$ cat src/rtl/ram_arb_pkg.sv
// Shared types and helpers for the two-port ram arbiter.
// Holds the FSM state enum, the port ids and the byte-merge function for read-modify-write.
package ram_arb_pkg;

    localparam int RAM_ADDR_W = 12;
    localparam int RAM_DATA_W = 32;
    localparam int RAM_BE_W   = RAM_DATA_W / 8;

    localparam logic PORT_IF = 1'b0;
    localparam logic PORT_LS = 1'b1;

    typedef enum logic [1:0] {
        IDLE,
        RD_RESP,
        RMW_WR
    } arb_state_e;

    function automatic logic [RAM_DATA_W-1:0] be_merge(
        input logic [RAM_DATA_W-1:0] wdata,
        input logic [RAM_DATA_W-1:0] old,
        input logic [RAM_BE_W-1:0]   be
    );
        logic [RAM_DATA_W-1:0] merged;
        for (int b = 0; b < RAM_BE_W; b++) begin
            merged[8*b +: 8] = be[b] ? wdata[8*b +: 8] : old[8*b +: 8];
        end
        return merged;
    endfunction

endpackage

$ cat src/rtl/ram_arbiter_rr_arb2.sv
// Two-way round-robin pick, purely combinational.
// When both ports request, the port that did not win last time is chosen.
module rr_arb2
    import ram_arb_pkg::*;
(
    input  logic [1:0] req,
    input  logic       last,
    output logic [1:0] gnt,
    output logic       idx
);

    always_comb begin
        idx = PORT_IF;
        if (req == 2'b11) begin
            idx = ~last;
        end else if (req[1]) begin
            idx = PORT_LS;
        end
        gnt = 2'b00;
        if (req != 2'b00) begin
            gnt[idx] = 1'b1;
        end
    end

endmodule

$ cat src/rtl/ram_arbiter.sv
// Shares one single-port ram between instruction fetch (port 0) and load/store (port 1).
// Reads take two cycles; partial-word stores are done as a load followed by a merged store.
module ram_arbiter
    import ram_arb_pkg::*;
#(
    parameter  int ADDR_W = RAM_ADDR_W,
    parameter  int DATA_W = RAM_DATA_W,
    localparam int BE_W   = DATA_W / 8
) (
    input  logic                   clk,
    input  logic                   rst,
    input  logic [1:0]             req_i,
    input  logic [1:0]             we_i,
    input  logic [1:0][ADDR_W-1:0] addr_i,
    input  logic [1:0][DATA_W-1:0] wdata_i,
    input  logic [1:0][BE_W-1:0]   be_i,
    output logic [1:0]             gnt_o,
    output logic [1:0]             rvalid_o,
    output logic [DATA_W-1:0]      rdata_o,
    output logic [ADDR_W-1:0]      ram_addr_o,
    output logic [DATA_W-1:0]      ram_din_o,
    output logic                   ram_st_o,
    output logic                   ram_ld_o,
    input  logic [DATA_W-1:0]      ram_dout_i
);

    arb_state_e        state_q, state_d;
    logic              last_gnt_q, last_gnt_d;
    logic              id_q, id_d;
    logic [ADDR_W-1:0] addr_q, addr_d;
    logic [DATA_W-1:0] wdata_q, wdata_d;
    logic [BE_W-1:0]   be_q, be_d;

    logic [1:0] arb_gnt;
    logic       arb_idx;

    rr_arb2 u_rr_arb2 (
        .req  (req_i),
        .last (last_gnt_q),
        .gnt  (arb_gnt),
        .idx  (arb_idx)
    );

    always_comb begin
        state_d    = state_q;
        last_gnt_d = last_gnt_q;
        id_d       = id_q;
        addr_d     = addr_q;
        wdata_d    = wdata_q;
        be_d       = be_q;
        gnt_o      = 2'b00;
        rvalid_o   = 2'b00;
        rdata_o    = '0;
        ram_addr_o = '0;
        ram_din_o  = '0;
        ram_st_o   = 1'b0;
        ram_ld_o   = 1'b0;

        case (state_q)
            IDLE: begin
                if (req_i != 2'b00) begin
                    gnt_o      = arb_gnt;
                    last_gnt_d = arb_idx;
                    id_d       = arb_idx;
                    addr_d     = addr_i[arb_idx];
                    wdata_d    = wdata_i[arb_idx];
                    be_d       = be_i[arb_idx];
                    ram_addr_o = addr_i[arb_idx];
                    if (!we_i[arb_idx]) begin
                        ram_ld_o = 1'b1;
                        state_d  = RD_RESP;
                    end else if (&be_i[arb_idx]) begin
                        ram_st_o  = 1'b1;
                        ram_din_o = wdata_i[arb_idx];
                    end else if (|be_i[arb_idx]) begin
                        // Fetch the old word so the untouched bytes survive the store
                        ram_ld_o = 1'b1;
                        state_d  = RMW_WR;
                    end
                end
            end
            RD_RESP: begin
                rvalid_o[id_q] = 1'b1;
                rdata_o        = ram_dout_i;
                state_d        = IDLE;
            end
            RMW_WR: begin
                ram_st_o   = 1'b1;
                ram_addr_o = addr_q;
                ram_din_o  = be_merge(wdata_q, ram_dout_i, be_q);
                state_d    = IDLE;
            end
            default: state_d = IDLE;
        endcase

        // A reset in RD_RESP or RMW_WR must not leak a response or a store
        if (rst) begin
            gnt_o      = 2'b00;
            rvalid_o   = 2'b00;
            rdata_o    = '0;
            ram_addr_o = '0;
            ram_din_o  = '0;
            ram_st_o   = 1'b0;
            ram_ld_o   = 1'b0;
        end
    end

    always_ff @(posedge clk) begin
        if (rst) begin
            state_q    <= IDLE;
            last_gnt_q <= PORT_LS;
            id_q       <= PORT_IF;
            addr_q     <= '0;
            wdata_q    <= '0;
            be_q       <= '0;
        end else begin
            state_q    <= state_d;
            last_gnt_q <= last_gnt_d;
            id_q       <= id_d;
            addr_q     <= addr_d;
            wdata_q    <= wdata_d;
            be_q       <= be_d;
        end
    end

endmodule

$ cat config.mk
export PLATFORM = sky130hd
export DESIGN_NAME = ram_arbiter
export DESIGN_NICKNAME = d
export VERILOG_FILES = /design/src/rtl/ram_arb_pkg.sv /design/src/rtl/ram_arbiter_rr_arb2.sv /design/src/rtl/ram_arbiter.sv
export SDC_FILE = /design/constraint.sdc
export NUM_CORES = 1
export LEC_CHECK = 0
export ABC_AREA = 1
export BUFFER_PORTS_ARGS = -buffer_cell sky130_fd_sc_hd__buf_2
export CAP_MARGIN = 25
export CORE_UTILIZATION = 40
export CTS_CLUSTER_DIAMETER = 40
export DETAILED_ROUTE_END_ITERATION = 6
export HOLD_SLACK_MARGIN = 0.06
export PLACE_DENSITY = 0.78
export SKIP_CTS_REPAIR_TIMING = 1
export SLEW_MARGIN = 25
export SYNTH_ARGS = -nofsm -noshare
export SYNTH_HDL_FRONTEND = slang
export SYNTH_SLANG_ARGS = --single-unit
$ cat constraint.sdc
create_clock -name clk -period 1.54 [get_ports clk]
set_clock_uncertainty 0.2 [all_clocks]
set_input_delay 0.077 -clock clk [delete_from_list [all_inputs] [get_ports clk]]
set_output_delay 0.077 -clock clk [all_outputs]
set_load 0.1 [all_outputs]
==> impl_metrics.toml <==
[global_routing]
grt_pass1_wl_um = 22230
grt.total_usage = 0.2845
grt_busiest_layer = "met2"
grt_use_met3 = 0.04335
globalRouteMet1Util = 0.3129
grt_max_degree = 42
grt-ovfl-total = 0
grt_antenna_before_repair = 0
grt_pass1_vias = 4796
grt_util_met2 = 0.5547

[drt]
via_per_inst = 5.644
drt-pass1-iter-count = 5
wirelength_um = 17950
postRouteAntennaNets = 0
routedWlPerCell_um = 19.28
via_count = 5255
drt_iter0_markers = 255
drc_errors = 0

[place]
dp_hpwl_um = 11100
dpl-instance-area_mm2 = 0.007177
gp_congestion = 0.8350
place.port_buffers = 215

[synth]
muxShareOfSynthArea = 0
synth_xor_area_frac = 0
synth_area_mm2 = 0.003593
synth_compound_area_frac = 0.3558
avgSynthCellArea_um2 = 6.522
synth.area.top_cells = "dfxtp_1 (29%), a21oi_1 (13%), a22oi_1 (9.2%), inv_1 (8.1%), nand2_1 (7.9%)"
yosysWarnings = 0
yosys-top-cells-count = "a21oi_1 (94), inv_1 (78), nand2_1 (76), nor2_1 (72), dfxtp_1 (52)"
synth_enable_flop_cells = 0
async_flop_share = 0
synth_seq_area_share = 0.2897
synth_top_family_by_area = "compound AO/OA/AOI/OAI gates"
yosys.area.top_type = "dfxtp_1"
yosysTopAreaCellShare = 0.2897
synth-seq-cells = 52
syn_nets = 685
ys_types = 26
yosysMostFrequentCell = "a21oi_1"
synthAdderAreaFrac = 0
synthCells = 551
synth-simple-area-share = 0.2051
synth_ff_type = "dfxtp_1"

[clock_tree]
cts_buffer_depth = 2
cts_buffers = 5
insertion_delay_ns = 0.30
cts_tree = "yes"
clock_sinks = 52
clkSlewWorstSetupHoldPaths_ns = 0.09
root_buffer = "clkbuf_8"
h-tree-depth = 2

[timing]
rsz0062_at_grt = "yes"
setup_slack_ns = -0.8167
period_minus_slack_ns = 2.357
min_period_over_period = 1.530
setup_viol = 133
maxSlewViolCount = 0
slew_headroom = 0.6446
hold_viol = 27
tightestPinTransition_ns = 0.5314
hold_slack_ns = -0.1213
fmax_mhz = 424.3

[die]
core_area_mm2 = 0.008721
rows = 34
ios = 216
start_util = 0.4121
die_w_um = 96.78
dieArea_mm2 = 0.009366
dieHeight_um = 96.78

[outcome]
outcome = "complete, but fails checks"
violations = "hold timing, setup timing"

[worst_setup_path]
crit_type = "reg2out"
timing.rr.start = "last_gnt_q"
crit_fanout = 18
r2r_setup_slack_ns = -0.38
setup.worst_path.end_class = "output port"
critPathLaunchType = "flip-flop"
cp_slowest_cell = "dfxtp_2"
path_buf_inv = 4
reg2reg_to = "addr_q[3]"
critPathTopFamily = "buffers and inverters"
slowest_delay_ns = 0.35
worstRegToRegCells = 10
worstPathCellList = "nand2_4 > nand2_8 > buf_4 > nand2_2 > o21ai_4 > nor2_4 > nand2_4 > buf_12 > o21ai_2 > inv_2 > nor2_4 > buf_12"
cp.required_ns = 1.26
cp.arrival_ns = 2.08

[finish]
drive_above_1_share = 0.6367
syn2layout_area_growth_pct = 121.2
final_area_mm2 = 0.007949
antenna_cells = 0
nets = 956

[worst_hold_path]
hold_start = "wdata_i[4]"
worstHoldPathType = "in2reg"
worstHoldPathCells = 3
holdPathEnd = "wdata_q[4]"

[power_and_ir_drop]
internal_power_uw = 3234
p_comb_frac = 0.594
power_frac_seq = 0.270
p_clk_frac = 0.136
swShare = 0.4540
powerDensity_mw_per_mm2 = 745.1
peakVddDrop_uv = 587.3
p_switching_uw = 2689
p_leak_uw = 0.003229
total_power_uw = 5923

[job]
maxCapViolCount = 0
metal layers:
layer	share of wire	up-vias
li1	-	2361
met1	0.35	2531
met2	0.54	300
met3	0.066	63
met4	0.040	0
met5	0	-
worst reg2reg max path, cell delays in order, from the launching register on:
cell and delay, ns:
dfxtp_2 0.36, nand2_4 0.07, nand2_8 0.12, buf_6 0.12, nor2_4 0.04, buf_12 0.14, clkbuf_16 0.18, buf_6 0.13
a22oi_2 0.24, buf_4 0.15, a21oi_1 0.06
how the worst max path moves through the flow:
stage / startpoint / end / cells after the start
floorplan: last_gnt_q / ram_din_o[26] / 12
global placement: last_gnt_q / ram_din_o[31] / 13
detailed placement: last_gnt_q / ram_din_o[12] / 13
CTS: last_gnt_q / ram_din_o[12] / 13
global route: last_gnt_q / ram_din_o[19] / 12
finish: last_gnt_q / ram_din_o[19] / 12
power groups by stage:
| stage | Clock [µW] | Combinational, µW | Sequential, µW |
|---|---|---|---|
| 6_report | 804 | 3520 | 1600 |
| 5_1_grt | 863 | 3650 | 1610 |
| 4_1_cts | 818 | 3080 | 1580 |
| 3_5_place_dp | 0 | 3070 | 1610 |
| 3_3_place_gp | 0 | 2990 | 1590 |
| 2_1_floorplan | 0 | 1940 | 1590 |
layout by cell type (no fill, tap or decap):
| cell type | n |
|---|---|
| clkbuf_1 | 2 |
| inv_4 | 1 |
| nor2_1 | 3 |
| a21oi_2 | 7 |
| dfxtp_2 | 3 |
| dlygate4sd3_1 | 11 |
| buf_2 | 132 |
| inv_1 | 46 |
| nand2_4 | 3 |
| o21ai_1 | 4 |
| inv_2 | 32 |
| dfxtp_1 | 49 |
| inv_8 | 1 |
| nand3_4 | 2 |
| nor2_8 | 1 |
| o21ai_4 | 4 |
| a21oi_1 | 74 |
| nand2_8 | 1 |
| o21ai_2 | 32 |
| a21oi_4 | 13 |
| nand3b_1 | 1 |
| clkinvlp_4 | 1 |
| nand2_1 | 72 |
| buf_12 | 97 |
| buf_4 | 43 |
| nor3_4 | 1 |
| a22oi_2 | 42 |
| clkbuf_8 | 6 |
| or2_2 | 1 |
| a22oi_1 | 2 |
| clkbuf_16 | 5 |
| nor3_1 | 1 |
| o21ai_0 | 30 |
| buf_6 | 11 |
| nand2_2 | 7 |
| or2_4 | 1 |
| a211oi_2 | 1 |
| buf_8 | 3 |
| nor2_4 | 73 |
| nand3_1 | 4 |
area by class of cell:
cell class                      instances  area, µm²
Clock buffer                            8      90.09
Timing Repair Buffer                  302       3329
Sequential cell                        52       1045
Inverter                               81      317.8
Tap cell                              108      135.1
Fill cell                             355      772.0
Multi-Input combinational cell        380       3032
flip-flops by register name (all words and copies together) (netlist names):
| name | flops |
|---|---|
| state_q | 2 |
| addr_q | 12 |
| id_q | 1 |
| be_q | 4 |
| last_gnt_q | 1 |
| wdata_q | 32 |
stage by stage:
stage | util | setup WS (ns) | cells | TNS, ns
floorplan | - | -0.5529 | 551 | -24.74
global placement | 0.8230 | -0.3903 | 894 | -19.36
detailed placement | 0.8230 | -0.4507 | 894 | -24.26
CTS | 0.8333 | -0.7911 | 902 | -49.74
global route | 0.9115 | -0.9318 | 931 | -64.11
finish | 0.9115 | -0.8167 | 931 | -55.74
cell families after synthesis:
kind of cell | Yosys count
flip-flops | 52
AND/OR/NAND/NOR | 171
buffers and inverters | 119
AO/OA/AOI/OAI | 209
Power figures use the tool's default switching activity.
